--- src/rtl/mcs6530_bus_master_pkg.sv ---
`default_nettype none
// ============================================================================
// Module      : riot_bus_pkg
// Description : Shared types and constants for the mcs6530 RRIOT bus master:
//               command select and FSM state enums, (rs_n, cs2, cs1) select
//               triples and the default idle address.
// Revision    : 1.0 - initial release
// ============================================================================
package riot_bus_pkg;

  typedef enum logic [1:0] {
    SEL_ROM   = 2'd0,
    SEL_RAMIO = 2'd1,
    SEL_TIMER = 2'd2,
    SEL_RSVD  = 2'd3
  } sel_e;

  typedef enum logic [1:0] {
    IDLE   = 2'd0,
    ISSUE  = 2'd1,
    SAMPLE = 2'd2,
    RESP   = 2'd3
  } state_e;

  // Select triples, packed as {rs_n, cs2, cs1}
  localparam logic [2:0] C_SELENC_ROM   = 3'b000;
  localparam logic [2:0] C_SELENC_RAMIO = 3'b110;
  localparam logic [2:0] C_SELENC_TIMER = 3'b111;
  localparam logic [2:0] C_SELENC_IDLE  = C_SELENC_RAMIO;

  // Idle address is a RAM read: reading it has no side effects
  localparam logic [9:0] C_IDLE_ADDR_DEF = 10'h3FF;
  localparam int         C_LEN_W_DEF     = 4;

  // Map a command select onto the peripheral select triple
  function automatic logic [2:0] sel_encode(input sel_e sel);
    case (sel)
      SEL_ROM:   sel_encode = C_SELENC_ROM;
      SEL_RAMIO: sel_encode = C_SELENC_RAMIO;
      SEL_TIMER: sel_encode = C_SELENC_TIMER;
      default:   sel_encode = C_SELENC_IDLE;
    endcase
  endfunction

endpackage : riot_bus_pkg
`default_nettype wire

--- src/rtl/mcs6530_bus_master_if.sv ---
`default_nettype none
// ============================================================================
// Module      : mcs6530_bus_master_if
// Description : Command, response and peripheral-bus signals of the mcs6530
//               bus master. The master modport is the initiator side; the
//               slave modport is the command source / peripheral side.
// Revision    : 1.0 - initial release
// ============================================================================
interface mcs6530_bus_master_if
  import riot_bus_pkg::*;
#(
  parameter int LEN_W = C_LEN_W_DEF
);

  // Command channel
  logic             cmd_valid;
  logic             cmd_ready;
  logic             cmd_we;
  logic [1:0]       cmd_sel;
  logic [9:0]       cmd_addr;
  logic [7:0]       cmd_wdata;
  logic [LEN_W-1:0] cmd_len;

  // Response channel
  logic             rsp_valid;
  logic             rsp_ready;
  logic [7:0]       rsp_data;
  logic             rsp_err;
  logic             rsp_last;

  // Peripheral bus
  logic             bus_we_n;
  logic [9:0]       bus_a;
  logic [7:0]       bus_di;
  logic             bus_rs_n;
  logic             bus_cs1;
  logic             bus_cs2;
  logic [7:0]       bus_do;
  logic             bus_oe;

  modport master (
    input  cmd_valid, cmd_we, cmd_sel, cmd_addr, cmd_wdata, cmd_len,
    input  rsp_ready, bus_do, bus_oe,
    output cmd_ready, rsp_valid, rsp_data, rsp_err, rsp_last,
    output bus_we_n, bus_a, bus_di, bus_rs_n, bus_cs1, bus_cs2
  );

  modport slave (
    output cmd_valid, cmd_we, cmd_sel, cmd_addr, cmd_wdata, cmd_len,
    output rsp_ready, bus_do, bus_oe,
    input  cmd_ready, rsp_valid, rsp_data, rsp_err, rsp_last,
    input  bus_we_n, bus_a, bus_di, bus_rs_n, bus_cs1, bus_cs2
  );

endinterface : mcs6530_bus_master_if
`default_nettype wire

--- src/rtl/mcs6530_bus_master.sv ---
`default_nettype none
// ============================================================================
// Module      : mcs6530_bus_master
// Description : Bus initiator for the mcs6530 RRIOT. Accepts ROM, RAM/IO and
//               timer commands (single or burst), drives we_n/A/DI/RS_n/CS1/
//               CS2 and returns one response per read beat, one per write
//               command. All outputs are registered.
// Revision    : 1.0 - initial release
// ============================================================================
module mcs6530_bus_master
  import riot_bus_pkg::*;
#(
  parameter logic [9:0] IDLE_ADDR = C_IDLE_ADDR_DEF,
  parameter int         LEN_W     = C_LEN_W_DEF
) (
  input  wire logic             phi2,
  input  wire logic             rst_n,
  mcs6530_bus_master_if.master  bus
);

  localparam logic [LEN_W-1:0] C_CNT_ONE = LEN_W'(1);

  state_e           r_state, w_state;
  logic             r_we, w_we;
  sel_e             r_sel, w_sel;
  logic [9:0]       r_addr, w_addr;
  logic [7:0]       r_wdata, w_wdata;
  logic [LEN_W-1:0] r_cnt, w_cnt;

  logic             r_cmd_ready, w_cmd_ready;
  logic             r_rsp_valid, w_rsp_valid;
  logic [7:0]       r_rsp_data, w_rsp_data;
  logic             r_rsp_err, w_rsp_err;
  logic             r_rsp_last, w_rsp_last;
  logic             r_bus_we_n, w_bus_we_n;
  logic [9:0]       r_bus_a, w_bus_a;
  logic [7:0]       r_bus_di, w_bus_di;
  logic [2:0]       r_bus_sel, w_bus_sel;

  logic [9:0]       w_addr_inc;
  logic             w_cmd_fire;

  // Address increment wraps naturally at 10 bits
  assign w_addr_inc = r_addr + 10'd1;
  assign w_cmd_fire = r_cmd_ready & bus.cmd_valid;

  // State register; reset aborts any command in flight
  always_ff @(posedge phi2) begin
    if (!rst_n) r_state <= IDLE;
    else        r_state <= w_state;
  end

  // Command context, response and bus registers
  always_ff @(posedge phi2) begin
    if (!rst_n) begin
      r_we        <= 1'b0;
      r_sel       <= SEL_ROM;
      r_addr      <= '0;
      r_wdata     <= '0;
      r_cnt       <= '0;
      r_cmd_ready <= 1'b0;
      r_rsp_valid <= 1'b0;
      r_rsp_data  <= '0;
      r_rsp_err   <= 1'b0;
      r_rsp_last  <= 1'b0;
      r_bus_we_n  <= 1'b1;
      r_bus_a     <= IDLE_ADDR;
      r_bus_di    <= '0;
      r_bus_sel   <= C_SELENC_IDLE;
    end else begin
      r_we        <= w_we;
      r_sel       <= w_sel;
      r_addr      <= w_addr;
      r_wdata     <= w_wdata;
      r_cnt       <= w_cnt;
      r_cmd_ready <= w_cmd_ready;
      r_rsp_valid <= w_rsp_valid;
      r_rsp_data  <= w_rsp_data;
      r_rsp_err   <= w_rsp_err;
      r_rsp_last  <= w_rsp_last;
      r_bus_we_n  <= w_bus_we_n;
      r_bus_a     <= w_bus_a;
      r_bus_di    <= w_bus_di;
      r_bus_sel   <= w_bus_sel;
    end
  end

  // Next-state and next-output logic; bus defaults to the idle read
  always_comb begin
    w_state     = r_state;
    w_we        = r_we;
    w_sel       = r_sel;
    w_addr      = r_addr;
    w_wdata     = r_wdata;
    w_cnt       = r_cnt;
    w_cmd_ready = 1'b0;
    w_rsp_valid = r_rsp_valid;
    w_rsp_data  = r_rsp_data;
    w_rsp_err   = r_rsp_err;
    w_rsp_last  = r_rsp_last;
    w_bus_we_n  = 1'b1;
    w_bus_a     = IDLE_ADDR;
    w_bus_di    = '0;
    w_bus_sel   = C_SELENC_IDLE;

    case (r_state)
      IDLE: begin
        w_cmd_ready = 1'b1;
        if (w_cmd_fire) begin
          w_cmd_ready = 1'b0;
          w_we        = bus.cmd_we;
          w_sel       = sel_e'(bus.cmd_sel);
          w_addr      = bus.cmd_addr;
          w_wdata     = bus.cmd_wdata;
          w_cnt       = bus.cmd_len;
          if (sel_e'(bus.cmd_sel) == SEL_RSVD) begin
            // Reserved select never touches the bus
            w_state     = RESP;
            w_rsp_valid = 1'b1;
            w_rsp_data  = '0;
            w_rsp_err   = 1'b1;
            w_rsp_last  = 1'b1;
          end else begin
            w_state    = ISSUE;
            w_bus_we_n = ~bus.cmd_we;
            w_bus_a    = bus.cmd_addr;
            w_bus_di   = bus.cmd_wdata;
            w_bus_sel  = sel_encode(sel_e'(bus.cmd_sel));
          end
        end
      end

      ISSUE: begin
        if (r_we) begin
          if (r_cnt != '0) begin
            // Back-to-back write beats keep the strobe low
            w_cnt      = r_cnt - C_CNT_ONE;
            w_addr     = w_addr_inc;
            w_bus_we_n = 1'b0;
            w_bus_a    = w_addr_inc;
            w_bus_di   = r_wdata;
            w_bus_sel  = sel_encode(r_sel);
          end else begin
            w_state     = RESP;
            w_rsp_valid = 1'b1;
            w_rsp_data  = '0;
            w_rsp_err   = 1'b0;
            w_rsp_last  = 1'b1;
          end
        end else begin
          w_state = SAMPLE;
        end
      end

      SAMPLE: begin
        // Peripheral DO/OE were registered on the previous edge
        w_state     = RESP;
        w_rsp_valid = 1'b1;
        w_rsp_data  = bus.bus_oe ? bus.bus_do : 8'h00;
        w_rsp_err   = ~bus.bus_oe;
        w_rsp_last  = (r_cnt == '0);
      end

      RESP: begin
        if (r_rsp_valid && bus.rsp_ready) begin
          w_rsp_valid = 1'b0;
          if (r_rsp_last) begin
            w_state     = IDLE;
            w_cmd_ready = 1'b1;
          end else begin
            w_state    = ISSUE;
            w_cnt      = r_cnt - C_CNT_ONE;
            w_addr     = w_addr_inc;
            w_bus_we_n = ~r_we;
            w_bus_a    = w_addr_inc;
            w_bus_di   = r_wdata;
            w_bus_sel  = sel_encode(r_sel);
          end
        end
      end

      default: w_state = IDLE;
    endcase
  end

  assign bus.cmd_ready = r_cmd_ready;
  assign bus.rsp_valid = r_rsp_valid;
  assign bus.rsp_data  = r_rsp_data;
  assign bus.rsp_err   = r_rsp_err;
  assign bus.rsp_last  = r_rsp_last;
  assign bus.bus_we_n  = r_bus_we_n;
  assign bus.bus_a     = r_bus_a;
  assign bus.bus_di    = r_bus_di;
  assign bus.bus_rs_n  = r_bus_sel[2];
  assign bus.bus_cs2   = r_bus_sel[1];
  assign bus.bus_cs1   = r_bus_sel[0];

endmodule : mcs6530_bus_master
`default_nettype wire

--- src/flat_wrapper.sv ---
// flat-port wrapper written by rule: the top's interface ports become plain ports
module mcs6530_bus_master_flat import riot_bus_pkg::*;
#(
  parameter logic [9:0] IDLE_ADDR = C_IDLE_ADDR_DEF,
  parameter int         LEN_W     = C_LEN_W_DEF
)
  (phi2, rst_n, bus_cmd_valid, bus_cmd_we, bus_cmd_sel, bus_cmd_addr, bus_cmd_wdata, bus_cmd_len, bus_rsp_ready, bus_bus_do, bus_bus_oe, bus_cmd_ready, bus_rsp_valid, bus_rsp_data, bus_rsp_err, bus_rsp_last, bus_bus_we_n, bus_bus_a, bus_bus_di, bus_bus_rs_n, bus_bus_cs1, bus_bus_cs2);
  mcs6530_bus_master_if #(.LEN_W(LEN_W)) bus_i ();
  input  wire logic phi2;
  input  wire logic rst_n;
  input wire logic [$bits(bus_i.cmd_valid)-1:0] bus_cmd_valid;
  input wire logic [$bits(bus_i.cmd_we)-1:0] bus_cmd_we;
  input wire logic [$bits(bus_i.cmd_sel)-1:0] bus_cmd_sel;
  input wire logic [$bits(bus_i.cmd_addr)-1:0] bus_cmd_addr;
  input wire logic [$bits(bus_i.cmd_wdata)-1:0] bus_cmd_wdata;
  input wire logic [$bits(bus_i.cmd_len)-1:0] bus_cmd_len;
  input wire logic [$bits(bus_i.rsp_ready)-1:0] bus_rsp_ready;
  input wire logic [$bits(bus_i.bus_do)-1:0] bus_bus_do;
  input wire logic [$bits(bus_i.bus_oe)-1:0] bus_bus_oe;
  output wire logic [$bits(bus_i.cmd_ready)-1:0] bus_cmd_ready;
  output wire logic [$bits(bus_i.rsp_valid)-1:0] bus_rsp_valid;
  output wire logic [$bits(bus_i.rsp_data)-1:0] bus_rsp_data;
  output wire logic [$bits(bus_i.rsp_err)-1:0] bus_rsp_err;
  output wire logic [$bits(bus_i.rsp_last)-1:0] bus_rsp_last;
  output wire logic [$bits(bus_i.bus_we_n)-1:0] bus_bus_we_n;
  output wire logic [$bits(bus_i.bus_a)-1:0] bus_bus_a;
  output wire logic [$bits(bus_i.bus_di)-1:0] bus_bus_di;
  output wire logic [$bits(bus_i.bus_rs_n)-1:0] bus_bus_rs_n;
  output wire logic [$bits(bus_i.bus_cs1)-1:0] bus_bus_cs1;
  output wire logic [$bits(bus_i.bus_cs2)-1:0] bus_bus_cs2;
  assign bus_i.cmd_valid = bus_cmd_valid;
  assign bus_i.cmd_we = bus_cmd_we;
  assign bus_i.cmd_sel = bus_cmd_sel;
  assign bus_i.cmd_addr = bus_cmd_addr;
  assign bus_i.cmd_wdata = bus_cmd_wdata;
  assign bus_i.cmd_len = bus_cmd_len;
  assign bus_i.rsp_ready = bus_rsp_ready;
  assign bus_i.bus_do = bus_bus_do;
  assign bus_i.bus_oe = bus_bus_oe;
  assign bus_cmd_ready = bus_i.cmd_ready;
  assign bus_rsp_valid = bus_i.rsp_valid;
  assign bus_rsp_data = bus_i.rsp_data;
  assign bus_rsp_err = bus_i.rsp_err;
  assign bus_rsp_last = bus_i.rsp_last;
  assign bus_bus_we_n = bus_i.bus_we_n;
  assign bus_bus_a = bus_i.bus_a;
  assign bus_bus_di = bus_i.bus_di;
  assign bus_bus_rs_n = bus_i.bus_rs_n;
  assign bus_bus_cs1 = bus_i.bus_cs1;
  assign bus_bus_cs2 = bus_i.bus_cs2;
  mcs6530_bus_master #(.IDLE_ADDR(IDLE_ADDR), .LEN_W(LEN_W)) u_core (.phi2(phi2), .rst_n(rst_n), .bus(bus_i));
endmodule
--- config.mk ---
export PLATFORM = sky130hd
export DESIGN_NAME = mcs6530_bus_master_flat
export DESIGN_NICKNAME = d
export VERILOG_FILES = /design/src/rtl/mcs6530_bus_master_pkg.sv /design/src/rtl/mcs6530_bus_master_if.sv /design/src/rtl/mcs6530_bus_master.sv /design/src/flat_wrapper.sv
export SDC_FILE = /design/constraint.sdc
export NUM_CORES = 1
export LEC_CHECK = 0
export CAP_MARGIN = 20
export CORE_ASPECT_RATIO = 1.1
export CORE_MARGIN = 3
export CORE_UTILIZATION = 52
export CTS_CLUSTER_DIAMETER = 100
export DETAILED_ROUTE_END_ITERATION = 7
export HOLD_SLACK_MARGIN = 0.08
export PLACE_DENSITY = 0.95
export SYNTH_ARGS = -nofsm -noshare
export SYNTH_HDL_FRONTEND = slang
export SYNTH_SLANG_ARGS = --single-unit
--- constraint.sdc ---
create_clock -name phi2 -period 5.5 [get_ports phi2]
set_input_delay 0.55 -clock phi2 [delete_from_list [all_inputs] [get_ports phi2]]
set_output_delay 0.55 -clock phi2 [all_outputs]
set_load 0.02 [all_outputs]
==> key figures <==
Worst setup path
  • FF-to-FF path depth: 6
  • Worst Setup SP: rst_n
  • Setup crit end: u_core.bus.rsp_last$_SDFFE_PN0P_
  • Crit path capture type: register
  • Required @ worst endpoint: 5.78 ns
  • Crit Path Category: in -> reg
  • Crit Path Max Fanout: 27
  • R2R Path End: u_core.bus.bus_di[5]$_SDFF_PN0_
  • WP data arrival: 3.28 ns
  • R2r startpoint: u_core.r_state[1]$_SDFFE_PN0P_
  • R2R Setup Slk: ~2.9 ns
  • Crit start category: primary input

Global route
  • Vias in the first global route: 2,671
  • Global-route wire length before repair: 11,800 µm
  • Largest net degree at the start of global routing: 28
  • GRT overflow: 0
  • GRT Overall Usage: 22.6%
  • Initial antenna violation count: 0

Floorplanning
  • I/O pin count: between 70 and 80
  • Die Wd: 76.5 µm
  • Die Ht: roughly 83 µm
  • Die Area: around 6400 µm²
  • Initial Util: 55.3%
  • Core area: 5130 µm²
  • Core Rows: 27

Yosys
  • Synth Flop Type: dfxtp_1
  • Largest cells by area after synthesis: dfxtp_1 42%, nand2_1 8.5%, a21oi_1 4.6%
  • Synth Warn #: 0
  • Avg Cell Area, Syn: 8.58 µm²
  • Mapped Area: between 2000 and 3000 µm²
  • Seq cells post-synth: 60
  • Number of synthesized flops with an enable pin: 0
  • Register area share after synthesis: 42.3%
  • Syn Nets: around 380
  • Synth area leader: dfxtp_1
  • Cells after Synth: approximately 330
  • Async SR Flop Fraction: 0%
  • Netlist cell types: 52
  • Yosys top cell area share: 42.3%

STA
  • RSZ-0062 raised after global routing: false
  • Slew Viols, Final: 0
  • Crit path time final: 3.00 ns
  • # setup viols final: 0
  • Max Fclk: 333 MHz
  • Final Hold Vio Count: 0
  • Setup Skew: 0.00701 ns
  • Slew @ Worst Pin: 0.918 ns
  • Setup tns final: 0 ns
  • Max-slew headroom: 38.5%
  • Final worst-path cycle share: 54.5%

CTS
  • CTS clock-pin slew for the worst setup and hold paths: roughly 0.06 ns
  • CTS Sinks: 60
  • CTS root buf: clkbuf_8
  • CTS tree: yes
  • Setup repair bufs after CTS: 0
  • PostCTS Resize Cnt: 0
  • H-tree depth: 3
  • Clk buf depth: 2
  • CTS Buf Count: 9
  • Hold-fix buffers, CTS: 0
  • Clk_lat worst skew: 0.34 ns

Layout
  • Final net count: 438
  • Area grow syn2layout: 30.0%
  • Layout cell share with drive strength beyond 1: 6.58%
  • Most common cell after layout, fill and taps aside: clkdlybuf4s50_1
  • Leading cell types in the layout, fill and taps excluded: 71 x clkdlybuf4s50_1, 64 x nand2_1, 60 x dfxtp_1
  • Register area: 1200 µm²
  • Finished Core Util: a little under three quarters
  • Layout fillers: 394
  • Antenna diodes: 0
  • Footprint of the multi-input gates: 1510 µm²

Placement
  • Placer Congestion: approximately 0.85
  • I/O Buffers: between 70 and 80
  • Detail Placement HPWL: 5000 µm

Power
  • Net Sw Frac: 40.3%
  • Comb pwr share: 47.0%
  • Sequential share of power: 34.9%
  • P_sw: 0.716 mW
  • Pwr dens: 481 nW/µm²
  • LEAKAGE: 1.31 nW
  • Internal power: ~1.1 mW
  • Max rail drop VDD: 0.305 mV
  • Clock network fraction of design power: 18.0%
  • Total Power: 1.77 mW

Min path
  • Hold WC Path Type: reg -> reg
  • Hold Crit Start: u_core.r_wdata[4]$_SDFFE_PN0P_
  • Hold path depth: 2

Route
  • Average wire per standard cell: roughly 16 µm
  • DRC viols: 0
  • Vias per cell: 5.93
  • Final wirelength: 7300 µm
  • Detailed Route Iter0 Violations: 349
  • Final ANT Viol Nets: 0
  • First-pass DRT Iterations: 5
  • Vias: 2,768

Run
  • Max-cap violations: 0

Outcome
  • Status: completed
metal layers:
metal	wire [µm]	share of wire [%]	GRT usage, %	vias to the layer above
met1	3030	41	26.6	1304
met2	3560	49	38.0	123
li1	-	-	-	1322
met4	170	2.3	10.2	0
met5	0	0	0	-
met3	546	7.5	6.59	19
state kept, by name (all words and copies together), names as in the netlist:
signal and cells:
u_core.bus.rsp_err 1, u_core.r_cnt 4, u_core.bus.bus_di 8, u_core.r_we 1, u_core.r_wdata 8, u_core.bus.rsp_last 1, u_core.r_sel 2, u_core.bus.bus_we_n 1
u_core.r_state 2, u_core.r_addr 10, u_core.bus.cmd_ready 1, u_core.bus.bus_a 10, u_core.bus.rsp_data 8, u_core.r_bus_sel 2, u_core.bus.rsp_valid 1
power by group through the flow:
stage	Clock, mW	Sequential [mW]	Combinational [mW]
final	0.320	0.620	0.834
after CTS	0.324	0.617	0.826
after global placement	0	0.621	0.792
after detailed placement	0	0.625	0.820
after global routing	0.339	0.632	0.899
after floorplan	0	0.684	0.527
how the worst min path moves through the flow:
stage | end | slack, ns
after floorplan | u_core.r_wdata[0]$_SDFFE_PN0P_ | 0.44
after global placement | u_core.r_wdata[0]$_SDFFE_PN0P_ | 0.44
after detailed placement | u_core.r_wdata[4]$_SDFFE_PN0P_ | 0.45
after CTS | u_core.r_wdata[4]$_SDFFE_PN0P_ | 0.45
after global routing | u_core.r_wdata[0]$_SDFFE_PN0P_ | 0.47
final | u_core.r_wdata[4]$_SDFFE_PN0P_ | 0.46
synthesized netlist by cell type (6+ instances only):
cell type and n:
a21oi_1 26, a22oi_1 8, clkbuf_1 11, dfxtp_1 60
nand2_1 64, o211ai_1 9, mux2i_1 10, nor2_1 19
o21ai_0 12, ha_1 6, inv_1 6, nand3_1 18
metrics by stage:
stage / setup slack [ns] / std cells / hold slack, ns / cell area, µm²
2_1_floorplan: 3.69 / 331 / 0.436 / 2840
3_3_place_gp: 2.10 / 454 / 0.441 / 3540
3_5_place_dp: 2.22 / 455 / 0.446 / 3550
4_1_cts: 2.56 / 467 / 0.454 / 3690
5_1_grt: 2.31 / 467 / 0.473 / 3690
6_report: 2.50 / 467 / 0.455 / 3690
logic make-up (layout without fill, tap and decap cells):
| family | Yosys count | count (layout) | synth area share (%) |
|---|---|---|---|
| and+or+nand+nor | 131 | 131 | 21.7 |
| buffers and inverters | 28 | 92 | 4.67 |
| muxes | 10 | 10 | 3.53 |
| xor gates and xnor gates | 4 | 4 | 1.23 |
| AOI/OAI and AO/OA | 92 | 92 | 23.9 |
| DFF | 60 | 60 | 42.3 |
| adders and majority gates | 6 | 6 | 2.64 |
area by class of cell:
type | instances | area share (%)
multi-input combinational | 243 | 40.8
sequential | 60 | 32.5
tap | 72 | 2.44
inverter | 7 | 0.712
clock buffer | 12 | 3.93
timing repair buffer | 73 | 19.6
worst max-delay path, cell delays in order:
cell and delay, ns:
clkdlybuf4s50_1 1.04, clkinv_1 1.00, a21oi_1 0.40, and3_1 0.19, a31o_2 0.09
Note: power is estimated with default switching activity, not from simulation.
